[config.mk]
export PLATFORM = sky130hd
export DESIGN_NAME = stim_sequencer
export DESIGN_NICKNAME = d
export VERILOG_FILES = /design/src/rtl/stim_pkg.sv /design/src/rtl/stim_sequencer_lane.sv /design/src/rtl/stim_sequencer.sv
export SDC_FILE = /design/constraint.sdc
export NUM_CORES = 1
export LEC_CHECK = 0
export ABC_AREA = 0
export ABC_CLOCK_PERIOD_IN_PS = 7150
export BUFFER_PORTS_ARGS = -buffer_cell sky130_fd_sc_hd__buf_2
export CORE_ASPECT_RATIO = 1.25
export CORE_UTILIZATION = 44
export CTS_BUF_LIST = sky130_fd_sc_hd__clkbuf_4
export CTS_CLUSTER_SIZE = 14
export DETAILED_ROUTE_END_ITERATION = 10
export PLACE_DENSITY = 0.67
export SLEW_MARGIN = 20
export SYNTH_ARGS = -nofsm -noshare
export SYNTH_HDL_FRONTEND = slang
export SYNTH_SLANG_ARGS = --single-unit
[constraint.sdc]
create_clock -name clk -period 7.15 [get_ports clk]
set_input_delay 1.43 -clock clk [delete_from_list [all_inputs] [get_ports clk]]
set_output_delay 1.43 -clock clk [all_outputs]
set_load 0.02 [all_outputs]
[src/rtl/stim_pkg.sv]
// Shared constants, state encoding and step helpers for the stimulus sequencer.
// Lane feedback taps bits 7,5,4,3; MISR taps bits 31,21,1,0 (x^32+x^22+x^2+x+1).
package stim_pkg;

  localparam logic [7:0]  LANE0_SEED = 8'h55;
  localparam logic [7:0]  LANE1_SEED = 8'h5A;
  localparam logic [7:0]  LANE2_SEED = 8'h6A;
  localparam logic [7:0]  LANE3_SEED = 8'hAB;
  localparam logic [7:0]  LANE_TAPS  = 8'hB8;

  localparam logic [31:0] MISR_INIT  = 32'hFFFF_FFFF;
  localparam logic [31:0] MISR_TAPS  = 32'h8020_0003;

  typedef enum logic [1:0] {
    IDLE  = 2'd0,
    RUN   = 2'd1,
    DRAIN = 2'd2,
    DONE  = 2'd3
  } state_t;

  function automatic logic [7:0] lane_step(input logic [7:0] r);
    return {r[6:0], ^(r & LANE_TAPS)};
  endfunction

  function automatic logic [31:0] misr_step(input logic [31:0] s, input logic [31:0] d);
    return {s[30:0], ^(s & MISR_TAPS)} ^ d;
  endfunction

endpackage

[src/rtl/stim_sequencer_lane.sv]
// One 8-bit LFSR lane: reloads SEED on load (priority), else advances STEPS shifts on adv.
// Single-cycle update; no handshake of its own, the owner decides when to advance.
module lfsr8_lane
  import stim_pkg::*;
#(
  parameter logic [7:0] SEED  = 8'h01,
  parameter int         STEPS = 3
) (
  input  logic       clk,
  input  logic       rst,
  input  logic       load,
  input  logic       adv,
  output logic [7:0] q
);

  logic [7:0] q_q;
  logic [7:0] q_d;
  logic [7:0] stepped;

  always_comb begin
    stepped = q_q;
    for (int i = 0; i < STEPS; i++) begin
      stepped = lane_step(stepped);
    end
    q_d = q_q;
    if (load) begin
      q_d = SEED;
    end else if (adv) begin
      q_d = stepped;
    end
  end

  always_ff @(posedge clk) begin
    if (rst) begin
      q_q <= SEED;
    end else begin
      q_q <= q_d;
    end
  end

  assign q = q_q;

endmodule

[src/rtl/stim_sequencer.sv]
// Bounded LFSR stimulus campaign over valid/ready, counting DUT results; optional MISR (STIM_SEQ_SIGNATURE_EN).
// Vector visible the cycle after start; a/b held while in_ready is low; results counted in RUN/DRAIN only.
module stim_sequencer
  import stim_pkg::*;
#(
  parameter int STEPS = 3,
  parameter int CNT_W = 16,
  parameter int RES_W = 32
) (
  input  logic             clk,
  input  logic             rst,
  input  logic             start,
  input  logic [CNT_W-1:0] num_vec,
  output logic             in_valid,
  input  logic             in_ready,
  output logic [15:0]      a,
  output logic [15:0]      b,
  input  logic             res_valid,
  input  logic [RES_W-1:0] res_data,
  output logic             busy,
  output logic             done,
  output logic             err,
  output logic [31:0]      sig
);

  state_t           state_q, state_d;
  logic [CNT_W-1:0] vec_cnt_q, vec_cnt_d;
  logic [CNT_W-1:0] res_cnt_q, res_cnt_d;
  logic [CNT_W-1:0] num_vec_q, num_vec_d;
  logic             err_q, err_d;
  logic             start_acc;
  logic             xfer;
  logic             res_ok;
  logic [7:0]       lane0, lane1, lane2, lane3;

  assign start_acc = start && ((state_q == IDLE) || (state_q == DONE));
  assign xfer      = (state_q == RUN) && in_ready;
  assign res_ok    = res_valid && ((state_q == RUN) || (state_q == DRAIN))
                     && (res_cnt_q != num_vec_q);

  always_comb begin
    state_d   = state_q;
    vec_cnt_d = vec_cnt_q;
    res_cnt_d = res_cnt_q;
    num_vec_d = num_vec_q;
    err_d     = err_q;

    if (start_acc) begin
      vec_cnt_d = '0;
      res_cnt_d = '0;
      err_d     = 1'b0;
      num_vec_d = num_vec;
      state_d   = (num_vec == '0) ? DONE : RUN;
    end

    if (xfer) begin
      vec_cnt_d = vec_cnt_q + 1'b1;
      if (vec_cnt_d == num_vec_q) begin
        state_d = DRAIN;
      end
    end

    if (res_ok) begin
      res_cnt_d = res_cnt_q + 1'b1;
    end else if (res_valid) begin
      err_d = 1'b1;
    end

    // Final result may land in the same cycle the state is evaluated.
    if ((state_q == DRAIN) && (res_cnt_d == num_vec_q)) begin
      state_d = DONE;
    end
  end

  always_ff @(posedge clk) begin
    if (rst) begin
      state_q   <= IDLE;
      vec_cnt_q <= '0;
      res_cnt_q <= '0;
      num_vec_q <= '0;
      err_q     <= 1'b0;
    end else begin
      state_q   <= state_d;
      vec_cnt_q <= vec_cnt_d;
      res_cnt_q <= res_cnt_d;
      num_vec_q <= num_vec_d;
      err_q     <= err_d;
    end
  end

  lfsr8_lane #(.SEED(LANE0_SEED), .STEPS(STEPS)) u_lane0 (
    .clk(clk), .rst(rst), .load(start_acc), .adv(xfer), .q(lane0));
  lfsr8_lane #(.SEED(LANE1_SEED), .STEPS(STEPS)) u_lane1 (
    .clk(clk), .rst(rst), .load(start_acc), .adv(xfer), .q(lane1));
  lfsr8_lane #(.SEED(LANE2_SEED), .STEPS(STEPS)) u_lane2 (
    .clk(clk), .rst(rst), .load(start_acc), .adv(xfer), .q(lane2));
  lfsr8_lane #(.SEED(LANE3_SEED), .STEPS(STEPS)) u_lane3 (
    .clk(clk), .rst(rst), .load(start_acc), .adv(xfer), .q(lane3));

  assign a        = {lane2, lane0};
  assign b        = {lane3, lane1};
  assign in_valid = (state_q == RUN);
  assign busy     = (state_q == RUN) || (state_q == DRAIN);
  assign done     = (state_q == DONE);
  assign err      = err_q;

`ifdef STIM_SEQ_SIGNATURE_EN
  logic [31:0] sig_q, sig_d;
  logic [31:0] res_ext;

  always_comb begin
    res_ext              = '0;
    res_ext[RES_W-1:0]   = res_data;
    sig_d                = sig_q;
    if (start_acc) begin
      sig_d = MISR_INIT;
    end else if (res_ok) begin
      sig_d = misr_step(sig_q, res_ext);
    end
  end

  always_ff @(posedge clk) begin
    if (rst) begin
      sig_q <= MISR_INIT;
    end else begin
      sig_q <= sig_d;
    end
  end

  assign sig = sig_q;
`else
  logic res_data_unused;
  assign res_data_unused = ^res_data;
  assign sig             = 32'h0;
`endif

endmodule

==> metrics.cfg <==
[floorplanning]
core-area_sq_um = 12720
chipWidth_um = 104.1
pin_count = 121
num_rows = 46
floorplan.die_area_sq_um = 13480
initial_core_util_pct = 45.04
die_height_um = 129.6

[critical_path]
cp.arrival_ns = 4.21
path_buf_inv = 1
reg2reg_start = state_q[0]
critPathKind = reg2reg
cell_by_cell_trace_of_the_critical_path = inv_1, ha_1, nand2b_1, nor3_1, o32ai_1, a2111oi_0, o2111ai_1, a2111oi_0, nand4_1, nand2_1
timing.critical_path.from_type = flip-flop
critical_path.startpoint = state_q[0]
slack_of_the_worst_reg_to_reg_path_ns = 3.35
worstSetupEndpoint = state_q[0]
critical_path.endpoint_type = flip-flop
critical_path.most_common_cell = a2111oi_0
crit_cells = 10
r2r_cells = 10
crit-reg2reg-capture = state_q[0]
worst_path_dominant_cell_family = compound AO/OA/AOI/OAI gates
cpPeakStageDelay_ns = 0.61
worstPathMaxFanout = 11
crit_slowest_cell = a2111oi_0
critical_path_required_ns = 7.55

[power]
vdd_ir_drop_max_mv = 0.1156
static-leakage-power_nw = 2.275
power_density_nw_per_um2 = 210.7

[placement]
hpwl_mm = 10.57
port-buffer-count = 56
gp_congestion = 0.9319

[clocking]
worstSkewPairLatency_ns = 0.45
path_clk_slew_ns = 0.16
post_cts_sizing = 0
clock-sinks = 83
post_cts_setup_driven_buffer_insertion_count = 0
cts_inserted_buffers = 9
clock_path_buffers = 2
holdBufCountCts = 0
cts-root-buf = clkbuf_4
htreeDepth = 3
tritoncts = done

[synthesis]
synthesis.area_per_instance_sq_um = 7.558
synth-edff-count = 0
netlist-cell-type-count = 71
post_synthesis_async_set_or_reset_flop_share_pct = 0
synth-warning-count = 0
synth.cell_area_sq_um = 5729
synth_seq_cells = 83
synth_flop_cell = dfxtp_1
synth-seq-area-share_pct = 29.00
ys_top_cells_by_area = dfxtp_1 (29%), xnor2_1 (8.4%), buf_4 (7.1%), nand2_1 (6.7%), a21oi_1 (5.2%)
synth_top_area_cell = dfxtp_1
synth.top_cell.area_share_pct = 29.00
syn_inst = 758

[timing]
finalSetupViolCount = 0
finalSetupTns_ns = 0
timing_worst_slew_pin_value_ns = 0.9344
worst_slew_margin_rel_pct = 37.48
rsz0062_at_grt = false
fmax_ghz = 0.2630
finalWorstPathRequiredPeriod_ns = 3.803
final.setup_skew_ns = 0.02184
holdWs_ns = 0.4785
final_hold_viols = 0
final-max-slew-violation-count = 0
min_period_over_period_pct = 53.19

[grt]
grt_pass1_wl_mm = 24.07
grt_start_max_net_pins = 60
gr-usage-all-layers_pct = 22.53
initial_antenna_violation_count = 1
first_global_vias = 4747
grt_overflow_total = 0

[route]
drt_wl_cell_um = 16.27
ant_nets = 0
total_number_of_vias = 5173
drt_iter0_drc = 275
postRouteWirelength_mm = 15.00
detail_route.vias_per_cell = 5.611
drcViolationCount = 0
detailedRoute.firstPassIterationCount = 5

[layout]
final_layout_size_suffix_gt1_share_pct = 13.55
filler_cell_count = 1344
layout-area-overhead-vs-synth_pct = 2.097
nNetsFinal = 806

[outcome]
run_status = completed

[run]
drv.max_cap_violation_count = 0

[worst_hold_path]
timing.hold.worst.class = reg2reg

worst register-to-register path, delay by kind of cell, from the launching register on:
family / cells / cell delay (ns)
buf+inv: 1 / 0.09
compound gates: 4 / 1.56
simple gates: 4 / 1.25
fa+ha+maj: 1 / 0.43
flops: 1 / 0.43
worst min path at each step:
stage,start,endpoint,cells past startpoint
floorplan,u_lane0.q[0],u_lane0.q[3],2
global placement,u_lane0.q[0],u_lane0.q[3],2
detailed placement,u_lane0.q[0],u_lane0.q[3],2
CTS,u_lane0.q[0],u_lane0.q[3],2
global route,u_lane0.q[7],u_lane0.q[7],2
finish,u_lane0.q[0],u_lane0.q[3],2
cell usage after synthesis, types with 3 or more instances:
cell / instances
o221ai_1: 3
a22oi_1: 6
a2111oi_0: 7
xnor2_1: 55
a31oi_1: 5
buf_6: 8
buf_2: 9
nand2b_1: 7
clkbuf_1: 40
and3_1: 7
o21ai_0: 33
nand3_1: 29
nand4_1: 12
a21oi_1: 60
nand2_1: 103
xor2_1: 22
nor4_1: 12
dfxtp_1: 83
inv_1: 15
nor3_1: 13
mux2_2: 3
o32ai_1: 3
buf_4: 54
or3_1: 7
nor2b_1: 9
o211ai_1: 10
and4_1: 5
ha_1: 5
and2_1: 8
a211oi_1: 12
nor2_1: 61
nand3b_1: 5
area by class of cell:
| type | count | area [sq um] | area share (%) |
|---|---|---|---|
| tap | 168 | 210.2 | 3.594 |
| inverter | 15 | 56.30 | 0.9626 |
| clock inverter | 7 | 105.1 | 1.797 |
| multi-input combinational | 578 | 3428 | 58.61 |
| clock buffer | 9 | 67.56 | 1.155 |
| antenna | 1 | 2.502 | 0.04278 |
| sequential | 83 | 1662 | 28.41 |
| timing repair buffer | 61 | 317.8 | 5.433 |
layout by cell type, fill, tap and decap left out, types with 13 or more instances in the layout:
master,Yosys,routed
nand3_1,29,29
inv_1,15,15
nor3_1,13,13
nand2_1,103,102
dfxtp_1,83,83
conb_1,1,32
nor2_1,61,60
a21oi_1,60,60
xor2_1,22,22
buf_2,9,56
o21ai_0,33,33
xnor2_1,55,55
power breakdown:
| part | total (mW) | switching [mW] | internal, mW |
|---|---|---|---|
| Sequential | 0.542 | 0.0510 | 0.491 |
| Combinational | 0.356 | 0.229 | 0.127 |
| Clock | 0.335 | 0.187 | 0.148 |
sequential cells by signal (all words and copies together), names as in the netlist:
register,flops
num_vec_q,16
err,1
u_lane1.q,8
u_lane0.q,8
u_lane2.q,8
res_cnt_q,16
state_q,2
u_lane3.q,8
vec_cnt_q,16
cells by family after synthesis:
kind of cell	share of synthesized area (%)
compound gates	18.17
xor+xnor	12.05
fa+ha+maj	1.092
buf+inv	13.28
flops	29.00
mux	0.9390
other cells	0.06545
simple gates	25.40
per-stage QoR:
stage	power, mW	worst slack, ns	cells	cell area [sq um]	util (%)
after floorplan	0.8409	3.992	789	5846	-
after global placement	0.9017	2.871	905	5672	44.59
after detailed placement	0.9048	2.899	905	5674	44.61
after CTS	1.238	3.391	921	5847	45.97
after global routing	1.296	3.097	922	5849	45.99
final	1.233	3.347	922	5849	45.99
layer usage:
metal | global-route usage [%] | wire (um)
met1 | 26.33 | 6301
met2 | 38.63 | 7110
met3 | 2.565 | 777
met4 | 16.30 | 814
met5 | 0 | 0
(Power assumes the default switching activity.)
